<file path="src/rtl/tc_io_hub.sv">
// tc_io_hub: shares the TinyComp single-cycle I/O bus among four peripheral
// channels. Each channel has an output holding register and an input FIFO.
// Software sees back-pressure through InRdy and sticky OVF/UNF flags.
module tc_io_hub #(
  parameter logic [31:0] BASE_ADDR = 32'h0000_0100,
  parameter int unsigned IN_DEPTH  = 4
) (
  input  logic         Ph0,
  input  logic         Reset_n,
  input  logic [31:0]  IOaddr,
  input  logic [31:0]  OutData,
  input  logic         OutStrobe,
  input  logic         InStrobe,
  output logic [31:0]  InData,
  output logic         InRdy,
  output logic [3:0]   PoValid,
  input  logic [3:0]   PoReady,
  output logic [127:0] PoData,
  input  logic [3:0]   PiValid,
  output logic [3:0]   PiReady,
  input  logic [127:0] PiData
);

  localparam int unsigned PtrW = (IN_DEPTH > 1) ? $clog2(IN_DEPTH) : 1;
  localparam int unsigned CntW = PtrW + 1;

  logic [3:0]            po_valid_q, po_valid_d;
  logic [3:0][31:0]      po_data_q, po_data_d;
  logic [3:0][PtrW-1:0]  wr_ptr_q, wr_ptr_d, rd_ptr_q, rd_ptr_d;
  logic [3:0][CntW-1:0]  cnt_q, cnt_d;
  logic [3:0]            ovf_q, ovf_d, unf_q, unf_d;
  logic                  rdy_en_q;
  logic [31:0]           mem_q [4][IN_DEPTH];

  logic                  hit;
  logic [1:0]            ch;
  logic                  sel_stat;
  logic [3:0]            not_full, non_empty, drain, accept, ovf_set;
  logic [3:0]            flush, discard, pop, unf_set, stat_rd, push;

  assign hit      = (IOaddr[31:3] == BASE_ADDR[31:3]);
  assign ch       = IOaddr[1:0];
  assign sel_stat = IOaddr[2];

  // PiReady is held low until the first edge after reset release.
  assign PiReady = {4{rdy_en_q}} & not_full;
  assign PoValid = po_valid_q;
  assign PoData  = po_data_q;

  // Per-channel event decode for this cycle.
  always_comb begin
    not_full  = '0;
    non_empty = '0;
    drain     = '0;
    accept    = '0;
    ovf_set   = '0;
    flush     = '0;
    discard   = '0;
    pop       = '0;
    unf_set   = '0;
    stat_rd   = '0;
    push      = '0;
    for (int c = 0; c < 4; c++) begin
      logic sel;
      sel          = hit && (ch == 2'(c));
      not_full[c]  = cnt_q[c] < CntW'(IN_DEPTH);
      non_empty[c] = cnt_q[c] != '0;
      drain[c]     = po_valid_q[c] & PoReady[c];
      // A write is taken when the register is empty or draining this same edge.
      accept[c]    = sel & OutStrobe & ~sel_stat & (~po_valid_q[c] | drain[c]);
      ovf_set[c]   = sel & OutStrobe & ~sel_stat & po_valid_q[c] & ~drain[c];
      flush[c]     = sel & OutStrobe & sel_stat & OutData[0];
      discard[c]   = sel & OutStrobe & sel_stat & OutData[1];
      pop[c]       = sel & InStrobe & ~sel_stat & non_empty[c];
      unf_set[c]   = sel & InStrobe & ~sel_stat & ~non_empty[c];
      stat_rd[c]   = sel & InStrobe & sel_stat;
      push[c]      = PiValid[c] & rdy_en_q & not_full[c];
    end
  end

  // Next-state for holding registers, FIFO pointers/counts and sticky flags.
  always_comb begin
    po_valid_d = po_valid_q;
    po_data_d  = po_data_q;
    wr_ptr_d   = wr_ptr_q;
    rd_ptr_d   = rd_ptr_q;
    cnt_d      = cnt_q;
    ovf_d      = ovf_q;
    unf_d      = unf_q;
    for (int c = 0; c < 4; c++) begin
      if (discard[c]) begin
        po_valid_d[c] = 1'b0;
      end else if (accept[c]) begin
        po_valid_d[c] = 1'b1;
      end else if (drain[c]) begin
        po_valid_d[c] = 1'b0;
      end
      if (accept[c]) begin
        po_data_d[c] = OutData;
      end
      if (flush[c]) begin
        wr_ptr_d[c] = '0;
        rd_ptr_d[c] = '0;
        cnt_d[c]    = '0;
      end else begin
        if (push[c]) wr_ptr_d[c] = wr_ptr_q[c] + PtrW'(1);
        if (pop[c])  rd_ptr_d[c] = rd_ptr_q[c] + PtrW'(1);
        cnt_d[c] = cnt_q[c] + CntW'(push[c]) - CntW'(pop[c]);
      end
      // Set wins over a same-edge status-read clear.
      ovf_d[c] = ovf_set[c] | (ovf_q[c] & ~stat_rd[c]);
      unf_d[c] = unf_set[c] | (unf_q[c] & ~stat_rd[c]);
    end
  end

  // Control state register with asynchronous reset.
  always_ff @(posedge Ph0 or negedge Reset_n) begin
    if (!Reset_n) begin
      po_valid_q <= '0;
      po_data_q  <= '0;
      wr_ptr_q   <= '0;
      rd_ptr_q   <= '0;
      cnt_q      <= '0;
      ovf_q      <= '0;
      unf_q      <= '0;
      rdy_en_q   <= 1'b0;
    end else begin
      po_valid_q <= po_valid_d;
      po_data_q  <= po_data_d;
      wr_ptr_q   <= wr_ptr_d;
      rd_ptr_q   <= rd_ptr_d;
      cnt_q      <= cnt_d;
      ovf_q      <= ovf_d;
      unf_q      <= unf_d;
      rdy_en_q   <= 1'b1;
    end
  end

  // FIFO storage; contents are only meaningful under the count, so no reset.
  always_ff @(posedge Ph0) begin
    for (int c = 0; c < 4; c++) begin
      if (push[c]) mem_q[c][wr_ptr_q[c]] <= PiData[32*c +: 32];
    end
  end

  // Combinational read data and readiness for the addressed resource.
  always_comb begin
    InData = '0;
    InRdy  = 1'b0;
    if (hit) begin
      if (sel_stat) begin
        InData = {26'b0, unf_q[ch], ovf_q[ch], ~po_valid_q[ch], ~not_full[ch],
                  non_empty[ch], 1'b1};
        InRdy  = ~po_valid_q[ch] | PoReady[ch];
      end else begin
        InData = non_empty[ch] ? mem_q[ch][rd_ptr_q[ch]] : '0;
        InRdy  = non_empty[ch];
      end
    end
  end

endmodule

</file>
<file path="config.mk">
export PLATFORM = sky130hd
export DESIGN_NAME = tc_io_hub
export DESIGN_NICKNAME = d
export VERILOG_FILES = /design/src/rtl/tc_io_hub.sv
export SDC_FILE = /design/constraint.sdc
export NUM_CORES = 1
export LEC_CHECK = 0
export ABC_AREA = 1
export CAP_MARGIN = 20
export CORE_UTILIZATION = 31
export CTS_CLUSTER_DIAMETER = 50
export DETAILED_ROUTE_END_ITERATION = 6
export HOLD_SLACK_MARGIN = 0.06
export MAX_ROUTING_LAYER = met4
export PLACE_DENSITY = 0.56
export SLEW_MARGIN = 15
export SYNTH_ARGS = -nofsm -noshare
export SYNTH_HDL_FRONTEND = slang
export SYNTH_SLANG_ARGS = --single-unit
</file>
<file path="constraint.sdc">
create_clock -name Ph0 -period 3.9 [get_ports Ph0]
set_clock_uncertainty 0.15 [all_clocks]
set_input_delay 0.39 -clock Ph0 [delete_from_list [all_inputs] [get_ports Ph0]]
set_output_delay 0.39 -clock Ph0 [all_outputs]
set_load 0.1 [all_outputs]
</file>
-- Word-level counts from Yosys, hierarchy flattened
Memory sizes are Yosys's and may differ from the RTL's.
Index checks and enable logic that the tools add are counted.
- $add $sub $neg: 16
- magnitude comparators: 14
- eq/ne operators: 4
- mux-type cells: 70
- bitwise gates (word level): 110
- reduce and logical (&&, ||, !) cells: 25
- operators with widths (cell ; count):
    two-way mux 128 bit ; 4
    two-way mux 32 bit ; 9
    demux 32 bit (select 2 bit) ; 4
    AND 1 bit ; 72
    binary-select mux 32 bit (select 2 bit) ; 1
    two-way mux 2 bit ; 17
    == test 29 x 6 -> 1 bit (second input constant) ; 1
    two-way mux 1 bit ; 24
    nonzero test 3 bit ; 8
    inverter 1 bit ; 19
    adder 2 x 1 -> 2 bit (second input constant) ; 8
    nonzero test 2 bit ; 8
    greater-or-equal comparator 3 bit (second input constant) ; 5
    inverter 2 -> 3 bit ; 5
    OR 1 bit ; 13
    adder 3 x 1 -> 3 bit ; 4
    binary-select mux 1 bit (select 2 bit) ; 6
    less-than comparator 3 x 1 -> 1 bit (second input constant) ; 4
    less-than comparator 3 bit (second input constant) ; 4
    two-way mux 3 bit ; 4
    subtractor 3 x 1 -> 3 bit ; 4
    logical AND 1 bit ; 8
    AND 4 bit ; 1
    binary-select mux 2 bit (select 2 bit) ; 1
    4 further kinds ; 5
- flip-flop bits (word level): 169
- bits in writable memories: 512
- input bits: 204
- output and inout bits: 169
- memories: 1
- memories (name ; depth ; width ; read ports ; clocked after Yosys merged registers in ; wr ports ; line ; RTL):
    mem_q ; 4 ; 128 ; 1 ; 0 ; 4 ; 33 ; logic [31:0] mem_q [4][IN_DEPTH];

-- Logic depth before layout (Yosys ltp)
Gate-level depths: netlist of the first run.
- depth in word-level cells: 9
- depth in mapped cells: 17
- gate-level depth less buffers: 16

-- Least setup slack after synthesis of the first run
OpenSTA, ideal clock, no wires.
- kind: reg-to-reg
- from: register cnt_q[11] (netlist name)
- to: memory mem_q[3][0] (netlist name) (enable)
- setup time: 421 ps
- arrival: 3633 ps
- required time: 3329 ps
- setup slack: -304 ps
- cell stages (with the launch flop): 4
- buffers on the path: 0
- period minus slack after synthesis: 4204 ps
- cells stage by stage: dfrtp_1 -> nor2_1 -> nand2_1 -> nor2_1
- RTL lines (element ; line ; RTL):
    from (decl) ; 30 ; logic [3:0][CntW-1:0] cnt_q, cnt_d;
    from (signal assigned) ; 132 ; cnt_q <= cnt_d;
    to (decl) ; 33 ;

-- Worst setup path in the final report of the first run
- from: input port IOaddr[0]
- to: output port InData[23]
- longest elaborated chain between the ends: 9
- elaborated cells between the ends (all ways): 12
- classes of those cells: mux: 10; bitwise: 1; memory: 1
- RTL lines (element ; line ; RTL):
    from (decl) ; 10 ; input logic [31:0] IOaddr,
    binary-select mux 2 bit (select 2 bit) ; 156 ; InData = non_empty[ch] ? mem_q[ch][rd_ptr_q[ch]] : '0;
    two-way mux 2 bit (not written as such) ; 156 ;
    inverter 2 -> 3 bit (not written as such) ; 156 ;
    binary-select mux 32 bit (select 2 bit) ; 156 ;
    two-way mux 32 bit (not written as such) (2 in a row) ; 156 ;
    two-way mux 32 bit * ; 156 ;
    two-way mux 32 bit * ; 151 ; if (sel_stat) begin
    two-way mux 32 bit * ; 150 ; if (hit) begin
    to (decl) ; 14 ; output logic [31:0] InData,
Mark *: on every way between the ends. The rest lies on a longest branch, timed or not. The select of a mux whose other input is x is not followed.

==> results.md, run 1 <==
- Compound-cell area share of the yosys netlist: between 6 and 7%
- # IOs: 373
- Via count of the first global-routing pass: roughly 20,000
- Mean instance size in the synthesized netlist: 11.9 sq um
- Library cell occupying the most area in the post-synthesis netlist: sky130_fd_sc_hd__edfxtp_1
- Most frequent cells in the layout: sky130_fd_sc_hd__nand2_1, sky130_fd_sc_hd__edfxtp_1, sky130_fd_sc_hd__clkdlybuf4s50_1
- CTS root buffer: sky130_fd_sc_hd__clkbuf_16
- Cell row count: 108
- Period minus WS final: 3690 ps
- Worst-case vdd ir drop: ~0.42 mV
- Iteration-0 DRC count of the detailed router: approximately 1,800
- Hold-fix buffers, CTS: 1
- CTS buffer count: between 80 and 90
- Post-CTS setup repair buffer count: 0
- Max-slew violation count: 0
- Number of warnings reported in the yosys synthesis log: 0
- Top fanout value on the critical path: 26
- Internal Dissipation: 13,200 uW
- Cell-by-cell listing of the critical path: clkdlybuf4s50_1 -> inv_2 -> nand2_1 -> o22ai_1 -> nor2_1 -> nand2_1 -> inv_2 -> nand2_2 -> buf_4 -> a21oi_1 -> buf_12
- Number of max-cap violations: 0
- Via count: 20,027
- Number of failing setup endpoints in the final timing report: 0
- Global-route wire length before repair: ~130,000 microns
- PnR Total Power: 17,200 uW
- Layout cell share with drive strength beyond 1: 10.8%
- Adder-cell area share of the yosys netlist: under 10%
- Yosys reg bits: about 680
- Initial standard-cell utilization of the core: roughly a third
- Cells resized by post-CTS repair: 0
- Iteration count of the initial detailed-routing pass: 6
- Max transition margin: between 20% and 30%
- Final core utilization: 41.7%
- Floorplan core area: approximately 0.087 sq mm
- Crit. End Element: output pin
- Fin. Hold Viols: 0
- Number of nets at the end of the flow: approximately 3,000
- Clock transition at the register clock pins on the worst setup and hold paths after CTS: ~60 ps
- Fraction of power consumed by combinational cells: under 10%
- CP Data Required Time: approximately 3400 ps
- Width of the die: about 300 microns
- Gpl congestion: around 0.86
- Share of the synthesized area in the top cell type: a little under three fifths
- Share of the clock period used by the worst path after layout: roughly 95%
- Vias per inst: between 5 and 6
- Largest family of logic cells by synthesized area: simple AND/OR/NAND/NOR gates
- Proportion of total power due to net switching: between 20% and 30%
- Sequential share of power: around 47%
- Post-synthesis async set-or-reset flop share: 24.8%
- DRC viols: 0
- Clock share of power: 47.3%
- Slowest stage cell, crit path: sky130_fd_sc_hd__clkdlybuf4s50_1
- Detail-routed net length per standard cell: between 20 and 25 microns
- Cell area after synthesis: ~0.027 sq mm
- Crit Path Class: in2out
- Fmax achieved: between 200 and 300 MHz
- Fraction of synthesized cell area in xor and xnor cells: less than 1%
- Maximum buffer depth of the clock tree: 3
- TritonCTS clock tree: yes
- Clock H-tree levels: 3
- RSZ-0062 raised after global routing: no
- Later-pin clock latency in the skew report: roughly 640 ps
- Overflow left after global routing: 0
- Antenna viol nets, final: 0
- Main flop type after synthesis: sky130_fd_sc_hd__edfxtp_1
- Vert. Die Dim: around 300 microns
- Unique cell type count in the Yosys netlist: 35
- GR Util All Layers: between 20 and 25%
- Die outline area: 0.0898 sq mm
- Sequential cell area fraction in the yosys report: 71.3%
- Number of cells on the worst hold path: 1
- Main area contributors after synthesis: sky130_fd_sc_hd__edfxtp_1, sky130_fd_sc_hd__dfrtp_1, sky130_fd_sc_hd__nand2_1
- Arrival time of data at the critical path endpoint: about 3200 ps
- Reg2reg path depth: 9
- Clock sink total: approximately 700
- HPWL reported at the end of detailed placement: between 50,000 and 60,000 microns
- Critical Path Source Type: primary input
- Measured slew at the worst slew-check pin: approximately 1100 ps
- Power per cell area: approximately 470 mW/mm^2
- Initial antenna violation count: 12
- Net switching power: between 4000 and 5000 uW
- Number of flops mapped to enable cells by yosys: between 500 and 600
- Outcome: completed
- Growth of design area from synthesis to finish: 32.4%
- Worst min path class: in2reg
- Proportion of synthesized area in mux cells: 0.164%
- Post-synthesis instance total: 2,316
- Port Buf Inserts: approximately 370
- Total length of routed wires: roughly 90,000 microns
- Static leakage: approximately 0.014 uW
- Most frequent standard cell in the layout excluding fill and tap cells: sky130_fd_sc_hd__nand2_1
- Synth Area in Simple Gates: around 16%
- Net count after synthesis: around 2,500
- Final-layout fill cell count: approximately 8,100
- Slowest cell delay on critical path: 750 ps
- Pin count of the biggest net entering global routing: 100
==> worst max-delay path: cells and delay by family <==
| kind | cells | cell delay [ps] |
|---|---|---|
| buffers and inverters | 5 | 1520 |
| AOI/OAI and AO/OA | 2 | 710 |
| and+or+nand+nor | 4 | 510 |
==> metal layers <==
metal  track usage (%)  part of all wire (%)  vias to the layer above
li1                  -                     -                     8984
met2              32.1                    48                      958
met1              25.6                    42                     9921
met4              5.98                   2.7                        0
met5                 -                     0                        -
met3              4.18                   7.8                      164
==> state kept, by name, indices dropped and copies added, names as in the netlist <==
| signal | flops |
|---|---|
| rd_ptr_q | 8 |
| PoData | 128 |
| mem_q | 512 |
| wr_ptr_q | 8 |
| unf_q | 4 |
| rdy_en_q | 1 |
| ovf_q | 4 |
| cnt_q | 12 |
| PoValid | 4 |
==> synthesized netlist by cell type, drive strengths merged, types with 2 or more instances <==
| cell | instances |
|---|---|
| a22o | 4 |
| a22oi | 83 |
| o21ai | 144 |
| o22ai | 8 |
| inv | 109 |
| nand2 | 699 |
| fa | 4 |
| nand4 | 99 |
| ha | 24 |
| buf | 78 |
| a21oi | 68 |
| edfxtp | 512 |
| xor2 | 5 |
| dfrtp | 169 |
| clkbuf | 45 |
| xnor2 | 7 |
| mux2 | 4 |
| nand3b | 3 |
| nor2 | 98 |
| nand3 | 146 |
| o31ai | 2 |
==> layout make-up <==
cell class              count  area (sq um)  area share, %
repair buffers            446          4920           13.5
diodes                      9          22.5         0.0619
well taps                1155          1450           3.97
clock inverters            62           761           2.09
inverters                 109           412           1.13
flip-flops and latches    681         19600           53.9
multi-input cells        1403          7000           19.2
clock buffers              96          2220           6.10
==> final timing paths <==
kind | from | endpoint | slack [ps]
min in group asynchronous | Reset_n | PoData[80]$_DFFE_PN0P_ | 290
worst min register to register | PoData[78]$_DFFE_PN0P_ | PoData[78]$_DFFE_PN0P_ | 340
worst max-delay path | IOaddr[0] | InData[23] | 210
worst max register to register | cnt_q[8]$_DFF_PN0_ | cnt_q[8]$_DFF_PN0_ | 1260
worst min-delay path | PiData[46] | mem_q[1][78]$_DFFE_PP_ | 210
max in group asynchronous | Reset_n | PoData[102]$_DFFE_PN0P_ | 2360
==> power groups by stage <==
stage	combinational (uW)	sequential (uW)	clock, uW
after floorplan	453	8130	0
after global placement	1050	8130	0
after detailed placement	1060	8140	0
after CTS	1070	7990	8290
after global routing	1150	8000	8550
final	1060	7990	8130
==> through the flow <==
| step | setup slack, ps | instances | hold WS (ps) | instance area, sq um | TNS [ps] |
|---|---|---|---|---|---|
| floorplan | -304 | 2316 | -55.6 | 27500 | -151260 |
| global placement | 250 | 3793 | 329 | 33400 | 0 |
| detailed placement | 242 | 3793 | 331 | 33400 | 0 |
| CTS | 226 | 3952 | 164 | 36400 | 0 |
| global route | 78.9 | 3961 | 178 | 36400 | 0 |
| finish | 206 | 3961 | 206 | 36400 | 0 |
==> kinds of logic (layout without fill, tap and decap cells) <==
family	after synthesis	in the layout
and+or+nand+nor	1047	1047
muxes	4	4
adders and majority gates	28	28
buffers and inverters	232	713
xor gates and xnor gates	12	12
DFF	681	681
AOI/OAI and AO/OA	311	311
other	1	10
Power figures use the tool's default switching activity.
==> inputs of run 2 (changes only) <==
--- a/config.mk
+++ b/config.mk
@@ -7,12 +7,13 @@
 export LEC_CHECK = 0
 export ABC_AREA = 1
 export CAP_MARGIN = 20
-export CORE_UTILIZATION = 31
+export CORE_UTILIZATION = 55
 export CTS_CLUSTER_DIAMETER = 50
+export CTS_CLUSTER_SIZE = 24
 export DETAILED_ROUTE_END_ITERATION = 6
 export HOLD_SLACK_MARGIN = 0.06
 export MAX_ROUTING_LAYER = met4
-export PLACE_DENSITY = 0.56
+export PLACE_DENSITY = 0.86
 export SLEW_MARGIN = 15
 export SYNTH_ARGS = -nofsm -noshare
 export SYNTH_HDL_FRONTEND = slang
==> run 2 against run 1 <==
The run now ends with design-rule violations left. Combinational power barely moved. Register-to-register slack about the same. Utilization is 29 points higher. Die area decreased by 43%. Design area is 5.0% lower. Hold slack improved by 41 ps. Power down 13%. Sequential cell count is the same. Sequential share of layout area up 2.8 points. Sequential power about the same. Via count is 2.7% higher. Global-route usage rose by 13 points. Critical endpoint is now InData[8].
==> results.md, run 2 (synthesis gave the netlist of run 1 again) <==
- Fmax achieved: roughly 280 MHz
- Static leakage: around 0.013 uW
- Post-CTS setup repair buffer count: 0
- CP most frequent cell: sky130_fd_sc_hd__buf_12
- Antenna viol nets, final: 0
- CTS root buffer: sky130_fd_sc_hd__clkbuf_16
- Measured slew at the worst slew-check pin: about 1100 ps
- Overflow left after global routing: 0
- Initial standard-cell utilization of the core: 55.9%
- Violated checks: design-rule violations
- Number of cells on the worst hold path: 1
- Sequential cell area: slightly below 0.02 sq mm
- Iteration count of the initial detailed-routing pass: 7
- Floorplan core area: approximately 0.049 sq mm
- Endpoint of the worst hold path: mem_q[2][97]$_DFFE_PP_
- Most frequent cells in the layout: sky130_fd_sc_hd__nand2_1, sky130_fd_sc_hd__edfxtp_1, sky130_fd_sc_hd__clkdlybuf4s50_1
- Crit. End Element: output pin
- Final core utilization: 70.3%
- Number of failing setup endpoints in the final timing report: 0
- TritonCTS clock tree: yes
- WP buf/inv: 5
- GR Util All Layers: around 33%
- Count of cell instances traversed by the critical path: 12
- Total length of routed wires: roughly 83,000 microns
- Startpoint of the most critical register-to-register path: rdy_en_q$_DFF_PN0_
- Max-slew violation count: 0
- Flop-to-flop setup slack: approximately 1300 ps
- Max FFs per register: a little over 500
- Growth of design area from synthesis to finish: 25.8%
- Clock transition at the register clock pins on the worst setup and hold paths after CTS: 90 ps
- Die outline area: 0.0509 sq mm
- Area of the multi-input gates: around 0.0070 sq mm
- Clock sink total: 681
- DRC viols: 5
- RSZ-0062 raised after global routing: no
- Post-layout instance area: between 0.03 and 0.04 sq mm
- Setup slack at placement: roughly 360 ps
- Vias per inst: a little over 6
- Arrival time of data at the critical path endpoint: just over 3000 ps
- Cell row count: slightly above 80
- Cells resized by post-CTS repair: 0
- Top cell family by delay on the critical path: buffers and inverters
- Worst Min Path Start: PiData[65]
- Layout cell share with drive strength beyond 1: 8.89%
- Iteration-0 DRC count of the detailed router: approximately 2,600
- Later-pin clock latency in the skew report: about 620 ps
- Final worst setup slack: ~290 ps
- Detail-routed net length per standard cell: roughly 24 microns
- Cell-by-cell listing of the critical path: clkdlybuf4s50_1 -> inv_2 -> nor2_4 -> buf_12 -> buf_12 -> nand2_1 -> nand2_1 -> a21oi_1 -> nand3_1 -> nand3_1 -> a21oi_1 -> buf_12
- Number of max-cap violations: 0
- # IOs: 373
- Pin count of the biggest net entering global routing: 114
- Capture point of the worst reg-to-reg path: cnt_q[8]$_DFF_PN0_
- Worst-case vdd ir drop: approximately 0.4 mV
- PnR Total Power: ~15,000 uW
- Reg2reg path depth: 10
- Final-layout fill cell count: around 3,200
- Maximum buffer depth of the clock tree: 3
- Power per cell area: 432 mW/mm^2
- CP Data Required Time: between 3000 and 4000 ps
- CTS buffer count: 51
- Placed Area: roughly 0.033 sq mm
- Fin. Hold Viols: 0
- Top fanout value on the critical path: 50
- Share of the clock period used by the worst path after layout: slightly above 90%
- HPWL reported at the end of detailed placement: approximately 53,000 microns
- Via count: 20,576
- Vert. Die Dim: 226 microns
- Clock H-tree levels: 2
- Width of the die: ~230 microns
- Crit Path Class: in2out
- Port Buf Inserts: approximately 370
- Number of nets at the end of the flow: a little under 3,000
- Via count of the first global-routing pass: 20,887
- Global-route wire length before repair: between 100,000 and 150,000 microns
- Worst min path class: in2reg
- Critical Path Source Type: primary input
- Slowest stage cell, crit path: sky130_fd_sc_hd__clkdlybuf4s50_1
- Gpl congestion: 0.958
- Setup TNS: 0 ps
- Outcome: complete, but fails checks
- Slowest cell delay on critical path: roughly 670 ps
- Initial antenna violation count: 11
- Max transition margin: between 20 and 30%
- Period minus WS final: around 3600 ps
- Most frequent standard cell in the layout excluding fill and tap cells: sky130_fd_sc_hd__nand2_1
==> run 2: worst max-delay path by stage <==
stage / startpoint / to / slack, ps
CTS: IOaddr[0] / InData[8] / 360
global placement: IOaddr[0] / InData[8] / 550
finish: IOaddr[0] / InData[8] / 290
global route: IOaddr[0] / InData[8] / 210
detailed placement: IOaddr[0] / InData[8] / 360
floorplan: cnt_q[11]$_DFF_PN0_ / mem_q[3][0]$_DFFE_PP_ / -300
==> run 2: cell type report <==
cell class,count,area share (%)
Clock buffer,55,3.89
Antenna cell,13,0.0941
Clock inverter,39,1.61
Inverter,109,1.19
Multi-Input combinational cell,1403,20.2
Sequential cell,681,56.7
Timing Repair Buffer,436,13.9
Tap cell,664,2.40
==> run 2: routing by layer <==
metal  vias to the layer above  global-route usage, %  wire (microns)
met5                         -                      -               0
met4                         0                   17.5            3790
met3                       279                   6.60            9410
met2                      1539                   54.3           40600
met1                      9888                   39.7           28800
li1                       8870                      -               -
==> run 2: repair_timing <==
item | in CTS | in global routing
hold buffers | 1 | 0
hold endpoints to repair | 103 | 0
endpoints found under the setup margin | 0 | 0
==> run 2: metrics by stage <==
stage / std cells / hold slack [ps]
after global routing: 3398 / 245
after CTS: 3387 / 224
after global placement: 3292 / 317
final: 3400 / 248
after floorplan: 2316 / -55.6
after detailed placement: 3292 / 330
==> run 2: worst register-to-register path, cell delays in order, from the launching register on <==
cell,delay (ps)
sky130_fd_sc_hd__dfrtp_1,340
sky130_fd_sc_hd__inv_1,120
sky130_fd_sc_hd__nor2_1,220
sky130_fd_sc_hd__nand2_1,350
sky130_fd_sc_hd__ha_1,430
sky130_fd_sc_hd__inv_1,50
sky130_fd_sc_hd__ha_1,190
sky130_fd_sc_hd__fa_1,400
sky130_fd_sc_hd__xor2_1,180
sky130_fd_sc_hd__nand2_1,70
sky130_fd_sc_hd__inv_1,40
==> run 2: power by group <==
part           switching [uW]  internal (uW)
logic                     664            395
clock network            2960           2940
registers                50.2           7930
==> inputs of run 3 (changes only) <==
--- a/config.mk
+++ b/config.mk
@@ -5,7 +5,6 @@
 export SDC_FILE = /design/constraint.sdc
 export NUM_CORES = 1
 export LEC_CHECK = 0
-export ABC_AREA = 1
 export CAP_MARGIN = 20
 export CORE_UTILIZATION = 55
 export CTS_CLUSTER_DIAMETER = 50
==> run 3 against run 2 <==
Highest routed layer unchanged. Sequential share of layout area is 0.89 points higher. Design area fell by 1.5%. Non-clock buffer count did not move. The flow now finishes without violations.
==> results.md, run 3 <==
- Total instance count after detailed placement: about 2,400
- Most frequent cells in the layout: sky130_fd_sc_hd__edfxtp_1, sky130_fd_sc_hd__clkdlybuf4s50_1, sky130_fd_sc_hd__dfrtp_1
- Layer with the highest usage: met2
- Port Buf Inserts: around 370
- Measured slew at the worst slew-check pin: 1090 ps
- Sequential cell area fraction in the yosys report: between 70 and 80%
- Setup slack at placement: roughly 300 ps
- Mean instance size in the synthesized netlist: approximately 20 sq um
- Max-slew violation count: 0
- Width of the die: about 220 microns
- Unique cell type count in the Yosys netlist: 48
- Slowest stage cell, crit path: sky130_fd_sc_hd__clkdlybuf4s50_1
- Number of warnings reported in the yosys synthesis log: 0
- Fraction of synthesized cell area in xor and xnor cells: 0.615%
- CP Data Required Time: around 3400 ps
- Power per cell area: roughly 460 mW/mm^2
- Compound-cell area share of the yosys netlist: 2.39%
- Vias per inst: between 6 and 7
- Largest family of logic cells by synthesized area: multiplexers
- Main flop type after synthesis: sky130_fd_sc_hd__edfxtp_1
- Worst Min Path Start: IOaddr[1]
- Share of the synthesized area in the top cell type: 56.9%
- Cell-by-cell listing of the critical path: clkdlybuf4s50_1 -> nor4_1 -> and4_1 -> nand2_1 -> or3_1 -> buf_12 -> a211oi_1 -> buf_12
- Most frequent standard cell in the layout excluding fill and tap cells: sky130_fd_sc_hd__edfxtp_1
- Endpoint of the worst hold path: ovf_q[1]$_DFF_PN0_
- Final-layout fill cell count: about 2,800
- Die outline area: 0.0501 sq mm
- List of most frequent post-synthesis cells: sky130_fd_sc_hd__edfxtp_1, sky130_fd_sc_hd__dfrtp_1, sky130_fd_sc_hd__mux4_2
- Met1 track demand over resource: 38.3%
- Detail-routed net length per standard cell: ~30 microns
- Total length of routed wires: between 70,000 and 80,000 microns
- Initial standard-cell utilization of the core: approximately 56%
- Main area contributors after synthesis: sky130_fd_sc_hd__edfxtp_1, sky130_fd_sc_hd__dfrtp_1, sky130_fd_sc_hd__mux4_2
- Global-route wire length before repair: between 100,000 and 150,000 microns
- Arrival time of data at the critical path endpoint: about 3300 ps
- Outcome: completed
- Pin count of the biggest net entering global routing: 97
- Iteration-0 DRC count of the detailed router: approximately 1,600
- Slowest cell delay on critical path: 510 ps
- Crit Path Class: in2out
- Worst min path class: in2reg
- Share of the clock period used by the worst path after layout: around 100%
- Library cell occupying the most area in the post-synthesis netlist: sky130_fd_sc_hd__edfxtp_1
- Crit. End Element: output pin
- Sequential cell area: ~0.020 sq mm
- CTS root buffer: sky130_fd_sc_hd__clkbuf_16
- Area of the multi-input gates: around 0.0071 sq mm
- Top fanout value on the critical path: 26
- Post-CTS setup repair buffer count: 0
- DRC viols: 0
- Layout cell share with drive strength beyond 1: between 20% and 30%
- HPWL reported at the end of detailed placement: 46,900 microns
- Clock H-tree levels: 2
- WP buf/inv: 3
- Period minus WS final: around 3800 ps
- Non-filler instance count after layout: 2,514
- Max transition margin: a little over a quarter
- Routing usage on met2: approximately half
- Max FFs per register: about 510
- Top cell family by delay on the critical path: simple AND/OR/NAND/NOR gates
- Growth of design area from synthesis to finish: 25.9%
- Hold-fix buffers, CTS: 1
- Iteration count of the initial detailed-routing pass: 7
- Net count after synthesis: roughly 1,600
- Post-synthesis instance total: roughly 1,400
- Capture point of the worst reg-to-reg path: cnt_q[11]$_DFF_PN0_
- Cell area after synthesis: between 0.02 and 0.03 sq mm
- Start point of the critical path: IOaddr[20]
- Synth Area in Simple Gates: 3.33%
- Maximum buffer depth of the clock tree: 3
- RSZ-0062 raised after global routing: no
- Static leakage: around 0.012 uW
- Gpl congestion: 0.862
- CP most frequent cell: sky130_fd_sc_hd__buf_12
- Initial antenna violation count: 20
- Proportion of synthesized area in mux cells: a little under a fifth
- Vert. Die Dim: 224 microns
- Adder-cell area share of the yosys netlist: ~1.4%
- Flop-to-flop setup slack: 1180 ps
- Cell row count: 80
- Post-synthesis async set-or-reset flop share: 24.8%
- Via count: roughly 16,000
- Via count of the first global-routing pass: around 16,000
- Clock sink total: between 600 and 700
- Reg2reg path depth: 12
- GRT met3 Usage: under 10%
- Yosys reg bits: around 680
- Number of flops mapped to enable cells by yosys: approximately 500
- Later-pin clock latency in the skew report: 610 ps
- Fmax achieved: 262 MHz
- TritonCTS clock tree: yes
- Startpoint of the most critical register-to-register path: cnt_q[11]$_DFF_PN0_
- Final worst setup slack: 81.8 ps
- # IOs: 373
- GR Util All Layers: between 30% and 40%
- Floorplan core area: approximately 0.048 sq mm
- Count leader, synth: sky130_fd_sc_hd__edfxtp_1
- Critical Path Source Type: primary input
- Fin. Hold Viols: 0
- Number of cells on the worst hold path: 4
- Antenna viol nets, final: 0
- CTS buffer count: ~50
- Worst-case vdd ir drop: ~0.47 mV
- Number of nets at the end of the flow: 2,030
- Cells resized by post-CTS repair: 0
- Number of failing setup endpoints in the final timing report: 0
- Clock transition at the register clock pins on the worst setup and hold paths after CTS: roughly 80 ps
- Number of max-cap violations: 0
- Overflow left after global routing: 0
-- run 3: cell types whose count changed after synthesis, moves of 27 or more --
cell / delta
sky130_fd_sc_hd__buf_2: -27
sky130_fd_sc_hd__nor2b_1: +39
sky130_fd_sc_hd__nand2_1: -683
sky130_fd_sc_hd__nand3_1: -144
sky130_fd_sc_hd__mux2i_1: +34
sky130_fd_sc_hd__o21ai_0: -137
sky130_fd_sc_hd__mux4_2: +136
sky130_fd_sc_hd__nor2_1: -50
sky130_fd_sc_hd__nand4_1: -92
sky130_fd_sc_hd__a211oi_1: +56
sky130_fd_sc_hd__a22oi_1: -83
sky130_fd_sc_hd__mux2_2: +123
sky130_fd_sc_hd__inv_1: -78
sky130_fd_sc_hd__a21oi_1: -62
-- run 3: cell families (layout without fill, tap and decap cells) --
| kind of cell | Yosys count | count (layout) |
|---|---|---|
| muxes | 302 | 302 |
| and+or+nand+nor | 162 | 162 |
| adders and majority gates | 28 | 28 |
| AOI/OAI and AO/OA | 92 | 92 |
| xor gates and xnor gates | 19 | 19 |
| DFF | 681 | 681 |
| buffers and inverters | 96 | 552 |
| other | 1 | 22 |
-- run 3: tightest hold or removal path, delay by kind of cell --
family	cells	cell delay [ps]
AND/OR/NAND/NOR	2	190
AO/OA/AOI/OAI	1	60
buffers and inverters	1	170
-- run 3: power by group --
part / total (uW) / internal [uW] / switching [uW]
clock network: 5410 / 2620 / 2800
logic: 1840 / 750 / 1090
registers: 8550 / 8330 / 217
total: 15800 / 11700 / 4100
-- run 3: worst max path at each step --
stage                    endpoint  slack (ps)  cells past startpoint
3_3_place_gp   cnt_q[5]$_DFF_PN0_         390                     14
3_5_place_dp   cnt_q[5]$_DFF_PN0_         300                     14
4_1_cts                InData[13]         110                      8
2_1_floorplan          InData[11]        -660                      7
6_report               InData[13]          80                      8
5_1_grt                InData[13]          20                      8
-- run 3: layer usage --
metal	part of all wire [%]	routed length (microns)
met2	52	38800
met3	9.3	7000
met1	36	26800
met4	3.3	2490
met5	0	0
-- run 3: area by class of cell --
class,count,area share [%]
Sequential cell,681,57.6
Multi-Input combinational cell,604,20.7
Timing Repair Buffer,436,13.9
Clock buffer,54,3.78
Tap cell,656,2.41
Clock inverter,36,1.21
Inverter,26,0.287
Antenna cell,21,0.154
-- run 3: through the flow --
stage / instance area [sq um] / utilization [%] / setup TNS, ps / power, uW / hold WS (ps)
after CTS: 34000 / 70.6 / 0 / 15800 / 94.1
after floorplan: 27100 / - / -16500 / 9620 / -55.6
after global placement: 32300 / 67.1 / 0 / 10400 / 322
after global routing: 34000 / 70.7 / 0 / 16200 / 148
final: 34000 / 70.7 / 0 / 15800 / 124
after detailed placement: 32300 / 67.1 / 0 / 10500 / 335
==> edit, RTL diff (config.mk and constraints of run 1) <==
Set the parameter `IN_DEPTH` to 2 (it was 4).
--- a/src/rtl/tc_io_hub.sv
+++ b/src/rtl/tc_io_hub.sv
@@ -3,7 +3,7 @@
 // Software sees back-pressure through InRdy and sticky OVF/UNF flags.
 module tc_io_hub #(
   parameter logic [31:0] BASE_ADDR = 32'h0000_0100,
-  parameter int unsigned IN_DEPTH  = 4
+  parameter int unsigned IN_DEPTH  = 2
 ) (
   input  logic         Ph0,
   input  logic         Reset_n,
Function: changed (Yosys sat finds a counterexample within 4 cycles, from zero or initial values and one cycle with Reset_n low).
==> edit against run 1 <==
Sequential cell count down 268; final area down 37%; critical endpoint is now InData[14]; largest power group is now sequential cells; synthesized area down 40%; setup slack better by 0.32 ns; power down 42%; wire length down 43%; first-iteration DRC count down 57%; cell count down 34%; sequential power down 40%.
==> edit: results (changes against run 1) <==
{
  "result_of_the_run": {"value": "completed"},
  "placed_cells_incl_taps": {"value": 2514, "change": "-34%"},
  "rr_endpoint": {"value": "mem_q[3][23]"},
  "track_usage": {"value": 19.1, "unit": "%", "change": "-0.95 points"},
  "grt_pass1_vias": {"value": 12311, "change": "-38%"},
  "number_of_fill_cells_in_the_layout": {"value": 4959, "change": "-39%"},
  "post_route_cells_drive_above_1_share": {"value": 9.03, "unit": "%", "change": "-1.7 points"},
  "netlist_top_cells_area": {"value": "sky130_fd_sc_hd__edfxtp_1 (47%), sky130_fd_sc_hd__dfrtp_1 (24%), sky130_fd_sc_hd__nand2_1 (14%)"},
  "r2r_setup_slack": {"value": 1.53, "unit": "ns", "change": "+0.27 ns"},
  "globalplace.congestion": {"value": 0.863, "change": "-0.28%"},
  "vias_per_cell": {"value": 4.70, "change": "-7.0%"},
  "cts_buffers": {"value": 48, "change": "-44%"},
  "drt_first_pass_iters": {"value": 5, "change": "-1"},
  "grt_start_max_net_pins": {"value": 101, "change": "+1.0%"},
  "synth_nets": {"value": 1700, "change": "-33%"},
  "power.leakage": {"value": 0.00951, "unit": "uW", "change": "-32%"},
  "placed_area": {"value": 0.0214, "unit": "mm^2", "change": "-36%"},
  "critical_path.max_stage_delay": {"value": 0.67, "unit": "ns", "change": "-0.08 ns"},
  "r2r.worst_path.cells": {"value": 4, "change": "-5"},
  "async_reset_ff_share": {"value": 38.0, "unit": "%", "change": "+13 points"},
  "reg2reg_from": {"value": "cnt_q[7]"},
  "cts_repair_resize_count": {"value": 0, "change": "unchanged"},
  "synth.top_cell.area_share": {"value": 46.6, "unit": "%", "change": "-9.3 points"},
  "worst_ir_drop_vdd": {"value": 0.352, "unit": "mV", "change": "-16%"},
  "drt-total-wl": {"value": 50600, "unit": "um", "change": "-43%"},
  "synthesized_instance_count": {"value": 1488, "change": "-36%"},
  "synth.yosys.seq_area_share": {"value": 70.5, "unit": "%", "change": "-0.85 points"},
  "critical_path.endpoint": {"value": "InData[14]"},
  "synth.top_cells.by_count": {"value": "sky130_fd_sc_hd__nand2_1 (607), sky130_fd_sc_hd__edfxtp_1 (256), sky130_fd_sc_hd__dfrtp_1 (157)"},
  "drtIter0Drc": {"value": 769, "change": "-57%"},
  "timing.critical_path.arrival": {"value": 2.83, "unit": "ns", "change": "-0.32 ns"},
  "largest_register_ffs": {"value": 256, "change": "-50%"},
  "edff_count_synth": {"value": 256, "change": "-50%"},
  "worst_skew_pair.late_latency": {"value": 0.58, "unit": "ns", "change": "-0.06 ns"},
  "worst_pin_slew": {"value": 1.06, "unit": "ns", "change": "-0.0646 ns"},
  "cts-htree-levels": {"value": 2, "change": "-1"},
  "cp_top_family": {"value": "simple AND/OR/NAND/NOR gates"}
}
==> edit: changes by cell type in the layout (fill, tap and decap cells not counted), moves of 29 or more <==
cell,run 1,this run
sky130_fd_sc_hd__edfxtp_1,512,256
sky130_fd_sc_hd__inv_1,103,61
sky130_fd_sc_hd__a21oi_1,68,17
sky130_fd_sc_hd__o21ai_0,144,34
sky130_fd_sc_hd__nand2_1,695,607
sky130_fd_sc_hd__clkbuf_16,87,49
sky130_fd_sc_hd__nand3_1,146,41
sky130_fd_sc_hd__a22oi_1,83,54
sky130_fd_sc_hd__nand4_1,95,39
==> edit: logic make-up after synthesis <==
logic type,share of synthesized area (%)
adder cells (fa/ha/maj),0.607
buffers and inverters,3.85
XOR/XNOR,0.425
AO/OA/AOI/OAI,4.90
AND/OR/NAND/NOR,19.7
other,0.0228
flip-flops,70.5
==> edit: cell type report <==
cell class | count | area (um^2) | area share, %
Sequential cell | 413 | 11600 | 50.5
Timing Repair Buffer | 408 | 4390 | 19.1
Multi-Input combinational cell | 939 | 4300 | 18.7
Clock buffer | 60 | 1280 | 5.56
Tap cell | 688 | 861 | 3.74
Clock inverter | 28 | 267 | 1.16
Inverter | 67 | 254 | 1.10
Antenna cell | 11 | 27.5 | 0.120
==> edit: how the worst min path moves through the flow <==
stage,cells after the start,startpoint,to,slack (ns)
6_report,1,PiData[72],mem_q[2][40],0.23
5_1_grt,1,PiData[88],mem_q[2][56],0.22
4_1_cts,1,PiData[72],mem_q[2][40],0.19
3_5_place_dp,2,PoData[109],PoData[109],0.31
3_3_place_gp,2,PoData[46],PoData[46],0.30
2_1_floorplan,0,Reset_n,PoData[0],-0.06
==> edit: metrics by stage <==
| step | total power, uW | TNS [ns] | setup WS (ns) | utilization (%) |
|---|---|---|---|---|
| 6_report | 9910 | 0 | 0.529 | 43.7 |
| 3_3_place_gp | 5570 | 0 | 0.577 | 40.7 |
| 5_1_grt | 10200 | 0 | 0.358 | 43.7 |
| 3_5_place_dp | 5580 | 0 | 0.525 | 40.7 |
| 2_1_floorplan | 5140 | -8.58 | -0.142 | - |
| 4_1_cts | 10000 | 0 | 0.508 | 43.7 |
==> edit: what timing repair did <==
action / in CTS / in global routing
hold buffers: 1 / 0
hold endpoints to repair: 98 / 0
buffers inserted: 0 / 0
==> edit: per-layer routing <==
metal / global-route usage, % / vias to the layer above / wire (um)
li1: - / 5801 / -
met1: 23.1 / 5939 / 21200
met2: 30.8 / 477 / 23800
met3: 5.47 / 80 / 4420
met4: 5.84 / 0 / 1170
met5: - / - / 0
==> edit: power by group <==
| group | internal, uW | switching, uW | total (uW) |
|---|---|---|---|
| logic | 299 | 400 | 700 |
| clock network | 2600 | 1820 | 4420 |
| registers | 4750 | 32.9 | 4790 |
| total | 7650 | 2250 | 9910 |
